### config.mk
export PLATFORM = sky130hd
export DESIGN_NAME = emu_run_ctrl
export DESIGN_NICKNAME = d
export VERILOG_FILES = /design/src/rtl/emu_run_ctrl_pkg.sv /design/src/rtl/emu_step_counter.sv /design/src/rtl/emu_run_ctrl.sv
export SDC_FILE = /design/constraint.sdc
export NUM_CORES = 1
export LEC_CHECK = 0
export CAP_MARGIN = 30
export CORE_MARGIN = 2
export CORE_UTILIZATION = 46
export CTS_CLUSTER_DIAMETER = 120
export DETAILED_ROUTE_END_ITERATION = 12
export PLACE_DENSITY = 0.76
export SYNTH_ARGS = -nofsm -noshare
export SYNTH_HDL_FRONTEND = slang
export SYNTH_SLANG_ARGS = --single-unit
### constraint.sdc
create_clock -name clk -period 2.76 [get_ports clk]
set_clock_uncertainty 0.2 [all_clocks]
set_input_delay 0.552 -clock clk [delete_from_list [all_inputs] [get_ports clk]]
set_output_delay 0.552 -clock clk [all_outputs]
set_load 0.005 [all_outputs]
### src/rtl/emu_run_ctrl_pkg.sv
// Shared types and default widths for the emulation run/pause/step controller.
package emu_run_ctrl_pkg;

    typedef enum logic [1:0] {
        ST_PAUSED = 2'd0,
        ST_RUN    = 2'd1,
        ST_STEP   = 2'd2
    } run_state_e;

    localparam int unsigned DEF_NUM_CHAINS = 2;
    localparam int unsigned DEF_CNT_WIDTH  = 64;
    localparam int unsigned DEF_STEP_WIDTH = 32;

endpackage

### src/rtl/emu_step_counter.sv
// Loadable down-counter holding the number of DUT edges left in a bounded step.
module emu_step_counter
    import emu_run_ctrl_pkg::*;
#(
    parameter int unsigned STEP_WIDTH = DEF_STEP_WIDTH
) (
    input  logic                  clk,
    input  logic                  resetn,
    input  logic                  load_i,
    input  logic [STEP_WIDTH-1:0] load_val_i,
    input  logic                  dec_i,
    output logic                  last_o
);

    logic [STEP_WIDTH-1:0] val_q;
    logic [STEP_WIDTH-1:0] val_d;

    always_comb begin
        val_d = val_q;
        if (load_i) begin
            val_d = load_val_i;
        end else if (dec_i) begin
            val_d = val_q - STEP_WIDTH'(1);
        end
    end

    always_ff @(posedge clk) begin
        if (!resetn) begin
            val_q <= '0;
        end else begin
            val_q <= val_d;
        end
    end

    assign last_o = (val_q == STEP_WIDTH'(1));

endmodule

### src/rtl/emu_run_ctrl.sv
// Run/pause/step controller producing DUT and scan-chain clock-gate enables.
module emu_run_ctrl
    import emu_run_ctrl_pkg::*;
#(
    parameter int unsigned NUM_CHAINS = DEF_NUM_CHAINS,
    parameter int unsigned CNT_WIDTH  = DEF_CNT_WIDTH,
    parameter int unsigned STEP_WIDTH = DEF_STEP_WIDTH
) (
    input  logic                  clk,
    input  logic                  resetn,
    input  logic                  pause_req,
    input  logic                  dut_stall,
    input  logic                  step_valid,
    output logic                  step_ready,
    input  logic [STEP_WIDTH-1:0] step_count,
    input  logic                  trig,
    input  logic                  trig_en,
    input  logic [NUM_CHAINS-1:0] scan_en,
    output logic                  dut_clk_en,
    output logic [NUM_CHAINS-1:0] chain_clk_en,
    output logic                  paused,
    output logic                  trig_hit,
    output logic [CNT_WIDTH-1:0]  cycle_count
);

    run_state_e           state_q;
    logic                 trig_hit_q;
    logic [CNT_WIDTH-1:0] cnt_q;
    logic [CNT_WIDTH-1:0] cnt_d;

    logic st_paused;
    logic run_ok;
    logic accept;
    logic trig_fire;
    logic step_last;

    assign st_paused = (state_q == ST_PAUSED);

    // resetn gates the enables so no edge escapes while reset is being sampled
    assign run_ok    = resetn && !st_paused && !pause_req && !dut_stall;
    assign step_ready = st_paused && !(|scan_en);
    assign accept    = step_valid && step_ready;
    assign trig_fire = run_ok && trig && trig_en;

    assign dut_clk_en   = run_ok;
    assign chain_clk_en = {NUM_CHAINS{run_ok}}
                        | ({NUM_CHAINS{st_paused && resetn}} & scan_en);

    emu_step_counter #(
        .STEP_WIDTH (STEP_WIDTH)
    ) u_step_cnt (
        .clk        (clk),
        .resetn     (resetn),
        .load_i     (st_paused && accept),
        .load_val_i (step_count),
        .dec_i      ((state_q == ST_STEP) && run_ok),
        .last_o     (step_last)
    );

    always_ff @(posedge clk) begin
        if (!resetn) begin
            state_q    <= ST_PAUSED;
            trig_hit_q <= 1'b0;
        end else begin
            unique case (state_q)
                ST_PAUSED: begin
                    if (accept) begin
                        state_q    <= (step_count == '0) ? ST_RUN : ST_STEP;
                        trig_hit_q <= 1'b0;
                    end
                end
                ST_RUN, ST_STEP: begin
                    if (pause_req) begin
                        state_q <= ST_PAUSED;
                    end else if (trig_fire) begin
                        state_q    <= ST_PAUSED;
                        trig_hit_q <= 1'b1;
                    end else if ((state_q == ST_STEP) && run_ok && step_last) begin
                        state_q <= ST_PAUSED;
                    end
                end
                default: state_q <= ST_PAUSED;
            endcase
        end
    end

    assign cnt_d = run_ok ? cnt_q + CNT_WIDTH'(1) : cnt_q;

    always_ff @(posedge clk) begin
        if (!resetn) begin
            cnt_q <= '0;
        end else begin
            cnt_q <= cnt_d;
        end
    end

    assign paused      = st_paused;
    assign trig_hit    = trig_hit_q;
    assign cycle_count = cnt_q;

endmodule

## After elaboration in Yosys (flattened, before gate mapping)

Cells that the tools add are included.

| word-level totals | value |
|---|---|
| bits in registers | 99 |
| latch bits | 0 |
| bits in writable memories | 0 |
| ROM bits | 0 |
| input port bits | 41 |
| output and inout bits | 70 |
| word-level logic and storage cells | 50 |
| memories | 0 |

| operators by class | value |
|---|---|
| $add $sub $neg | 2 |
| multiply operators | 0 |
| div/mod/pow operators | 0 |
| magnitude comparators | 0 |
| equality and inequality tests | 7 |
| shift operators | 0 |
| multiplexer cells | 12 |
| bitwise gates (word level) | 2 |
| reductions and logical operators | 23 |

Operators by type and width:

| cell | count |
|---|---|
| $add 64x1->64 const B | 1 |
| $mux 32 | 2 |
| $eq 32x1->1 const B | 1 |
| $logic_not 32->1 | 1 |
| $sub 32x1->32 const B | 1 |
| $logic_and 1x1->1 | 11 |
| $mux 2 | 5 |
| $logic_not 1->1 | 4 |
| $ne 2x2->1 const B | 2 |
| $ne 4x4->1 const B | 1 |
| $pmux 2 s2 | 1 |
| $reduce_and 4->1 | 1 |
| $reduce_bool 2->1 | 2 |
| $reduce_or 2->1 | 2 |
| $mux 1 | 3 |
| $and 2x2->2 | 1 |
| $eq 2x1->1 const B | 1 |
| $eq 2x2->1 const B | 1 |
| $logic_not 2->1 | 1 |
| $ne 2x1->1 const B | 1 |
| $or 2x2->2 | 1 |
| $pmux 1 s2 | 1 |
| $reduce_and 2->1 | 1 |

## Longest topological paths before layout

| logic depth | value |
|---|---|
| word-level depth | 11 |
| mapped depth | 10 |

## Cells and area by module

Synthesis repeated with hierarchy kept, for this count alone.

| second synthesis, totals | value |
|---|---|
| cell total of the unflattened synthesis | 657 |
| area total of the unflattened synthesis | 5,363.9 um^2 |

By module, submodules not included:

| module | times used | cells each | area an instance (um^2) | seq. area each (um^2) |
|---|---|---|---|---|
| emu_run_ctrl | 1 | 409 | 3,402.0 | 1,341.3 |
| emu_step_counter | 1 | 248 | 1,961.9 | 640.6 |

## Worst setup path before layout

Ideal clock, no wire load.

| path | value |
|---|---|
| path type | register -> register |
| from | register state_q[0] |
| to | register cnt_q[53] (netlist: cycle_count[53]) |
| library setup time | 0.070 ns |
| arrival time | 2.470 ns |
| data required time | 2.490 ns |
| slack | 0.020 ns |
| cell stages (with the launch flop) | 10 |
| buffers on the path | 2 |
| path through | dfxtp_1 inv_1 ha_1 or4b_1 buf_6 nor4_4 nand2_2 buf_6 or4_1 a21oi_1 |

| between the ends | value |
|---|---|
| cells in the longest elaborated chain, start to end | 5 |

RTL lines:

| element | line | text |
|---|---|---|
| start, declared | emu_run_ctrl.sv:26 | `run_state_e state_q;` |
| start signal, assigned | emu_run_ctrl.sv:68 | `state_q <= (step_count == '0) ? ST_RUN : ST_STEP;` |
| $logic_not 2->1 | emu_run_ctrl.sv:37 | `assign st_paused = (state_q == ST_PAUSED);` |
| named net paused | emu_run_ctrl.sv:21 | `output logic paused,` |
| $logic_not 1->1 | emu_run_ctrl.sv:40 | `assign run_ok = resetn && !st_paused && !pause_req && !dut_stall;` |
| $logic_and 1x1->1 (3 in a row) | emu_run_ctrl.sv:40 |  |
| end signal, assigned | emu_run_ctrl.sv:93 | `cnt_q <= cnt_d;` |
| end, declared | emu_run_ctrl.sv:28 | `logic [CNT_WIDTH-1:0] cnt_q;` |

The timed path passes the listed nets, and every way through them passes these cells.
A chain may end at the register's enable or synchronous reset.

## Worst setup path in the final report

| path | value |
|---|---|
| from | input dut_stall |
| to | register cnt_q[43] (netlist: cycle_count[43]) |

| between the ends | value |
|---|---|
| cells in the longest elaborated chain, start to end | 2 |

RTL lines:

| element | line | text |
|---|---|---|
| start, declared | emu_run_ctrl.sv:12 | `input logic dut_stall,` |
| $logic_not 1->1 | emu_run_ctrl.sv:40 |  |
| $logic_and 1x1->1 | emu_run_ctrl.sv:40 |  |

Every way passes these cells.

==> results.md <==
- Outcome: complete, no violations
- Via count: 5552
- RSZ-0062 raised after global routing: yes
- Reg2reg path depth: 9
- Chip Width: 109 µm
- Largest cells by area after synthesis: dfxtp_1, a21oi_1, nor4_1
- Core footprint: 10800 µm²
- Ys async rst share: 0%
- Hold Startpoint: state_q[0]
- Worst skew pair latency: 0.38 ns
- Post-Syn Nets: 669
- CTS max path bufs: 2
- GRT Util Overall: 25.5%
- Flops & latches, synth: 99
- Non-Filler Instances: 914
- Largest net degree at the start of global routing: 39
- Root buffer cell: clkbuf_8
- Port-buffer cells: 110
- Setup crit start kind: input port
- Setup slack, reg-to-reg: 0.03 ns
- Max-cap viol count: 0
- Routed len/inst: 16.8 µm
- Post-synth EDFFs: 0
- Die area: 12000 µm²
- Measured slew at the worst slew-check pin: 0.627 ns
- Placed cell area: 6610 µm²
- Diode count: 0
- Count leader, synth: dfxtp_1
- # IOs: 111
- Post-synthesis sequential area ratio: 38.7%
- Design Area, Final: 7000 µm²
- DRC Markers: 0
- Global-route wire length before repair: 24.2 mm
- Number of routed nets with antenna violations: 0
- Top cells by count, synth: dfxtp_1, a21oi_1, nor2_1, nand2_1, nand3_1
- Gate Count Post-Synth: 623
- Post-synth cell types: 52
- Area Overhead vs Synth: 36.8%
- CP Capture Type: flop
- Dpl hpwl: 11.2 mm
- Critical Path RT: 2.88 ns
- Placed cells: 885
- Sink Count: 99
- Fmax: 0.365 GHz
- # nets final: 815
- H-tree Lvls: 3
- Syn. warnings: 0
- Share of Yosys cell area claimed by the top area cell type: 38.7%
- Power Dens Cells: 385 nW/µm²
- Peak VDD IR: 206 µV
- Worst setup path category: in2reg
- # setup viols final: 0
- CTS tree: built
- GPL Wtd Cong: 0.983
- Synthesized cell area: 5110 µm²
- Synth Area per Inst: 8.21 µm²
- FILL cells: 951
- Cell type with the highest aggregate area in the netlist: dfxtp_1
- Routed wire length: 15.4 mm
- Total power draw: 2.69 mW
- Vias in the first global route: 5075
- Worst-path fanout max: 7
- Layout cell share with drive strength beyond 1: 13.8%
- Minimum clock period: 2.74 ns
- Tcrit/Tclk final: 99.3%
- Crit path DAT: 2.86 ns
- Multi-input gate area: 3030 µm²
- Worst R2R Start: state_q[0]
- Rel. slew slack: 57.8%
- CTS Buf Count: 9
- Hold Worst Slack: 0.268 ns
- Worst Hold End: state_q[0]
- Hold Path Class: reg2reg
- Sequential Area: 1980 µm²
- Ys flop type: dfxtp_1
- DR vias/cell: 6.07
- Initial DRC Count: 353
- Endpoints failing hold: 0
- Setup tns final: 0 ns
- WHS Path Cells: 1
- Grt ovf: 0
- Reg2reg end: cycle_count[43]
- Die H: 109 µm
- Fin. max-slew vios: 0
- Initial antenna violation count: 0
- Pre-antenna DRT Iters: 5
- Lkg Pwr: 2.37 nW
- Clock-pin slew on the worst setup and hold paths: 0.09 ns
- FP Rows: 38
- Starting Density: 47.2%
flip-flops by register name, summed over array words and instances, names as in the netlist:
name and cells:
trig_hit 1, cycle_count 64, u_step_cnt.val_q 32, state_q 2
repair_timing:
action                                 CTS  global route
setup endpoints to repair               40            32
pin swaps                                3            12
buffers inserted                         4             9
resized for setup                       12            33
hold buffers                             0             0
endpoints found under the hold margin    0             0
through the flow:
| stage | util (%) | worst slack (ns) |
|---|---|---|
| after floorplan | - | 0.0196 |
| after CTS | 62.8 | 0.00704 |
| after global placement | 60.9 | -0.505 |
| after detailed placement | 60.9 | -0.559 |
| after global routing | 64.5 | -0.0591 |
| final | 64.5 | 0.0188 |
cell families after synthesis:
family | count (synthesis) | synth area share [%]
and+or+nand+nor | 271 | 29.6
AOI/OAI and AO/OA | 161 | 19.7
DFF | 99 | 38.7
xor gates and xnor gates | 32 | 5.48
adders and majority gates | 5 | 1.22
muxes | 5 | 1.03
buffers and inverters | 50 | 4.16
layer usage:
layer	wire (µm)	global-route usage [%]
met2	7920	44.5
met5	0	0
met1	6430	31.4
met3	801	3.79
met4	246	10.6
cells in the final DEF (no fill, tap or decap), types with 5 or more instances in the layout:
cell type,instances
and3_1,8
inv_1,10
a21oi_1,65
clkdlybuf4s50_1,105
o31ai_1,18
a22oi_1,12
o22ai_1,7
o21a_1,5
buf_4,51
nor3_1,17
clkbuf_8,10
nor2_1,47
o21ai_0,18
dfxtp_1,97
or4_1,23
o311ai_0,6
xnor2_1,16
xor2_1,16
o31a_1,5
nand4_1,26
or3_1,16
nand3_1,34
buf_6,9
and4_1,7
nand2_1,41
nor4_1,28
cell type report:
type | count | share of cell area (%)
clock inverters | 4 | 0.376
repair buffers | 171 | 22.6
well taps | 140 | 2.50
inverters | 14 | 0.823
multi-input cells | 474 | 43.3
clock buffers | 12 | 2.07
flip-flops and latches | 99 | 28.4
worst max path at each step:
stage,from,end,slack (ns),cells past startpoint
final,dut_stall,cycle_count[43],0.02,8
after global routing,state_q[0],cycle_count[45],-0.06,9
after CTS,dut_stall,cycle_count[51],0.007,9
after detailed placement,pause_req,cycle_count[54],-0.56,7
after global placement,pause_req,cycle_count[52],-0.51,7
after floorplan,state_q[0],cycle_count[53],0.02,9
power breakdown:
group	leakage (nW)	internal, mW	switching, mW	total (mW)
clock network	0.0863	0.353	0.524	0.877
logic	1.48	0.154	0.195	0.349
registers	0.800	1.45	0.0207	1.47
worst max-delay path, cell delays in order:
cell and delay [ns]:
clkdlybuf4s50_1 0.42, or4b_4 0.53, buf_6 0.15, nor4_4 0.32, nand4_1 0.17, buf_6 0.17
or4_4 0.41, a21oi_2 0.14
Power figures use the tool's default switching activity.
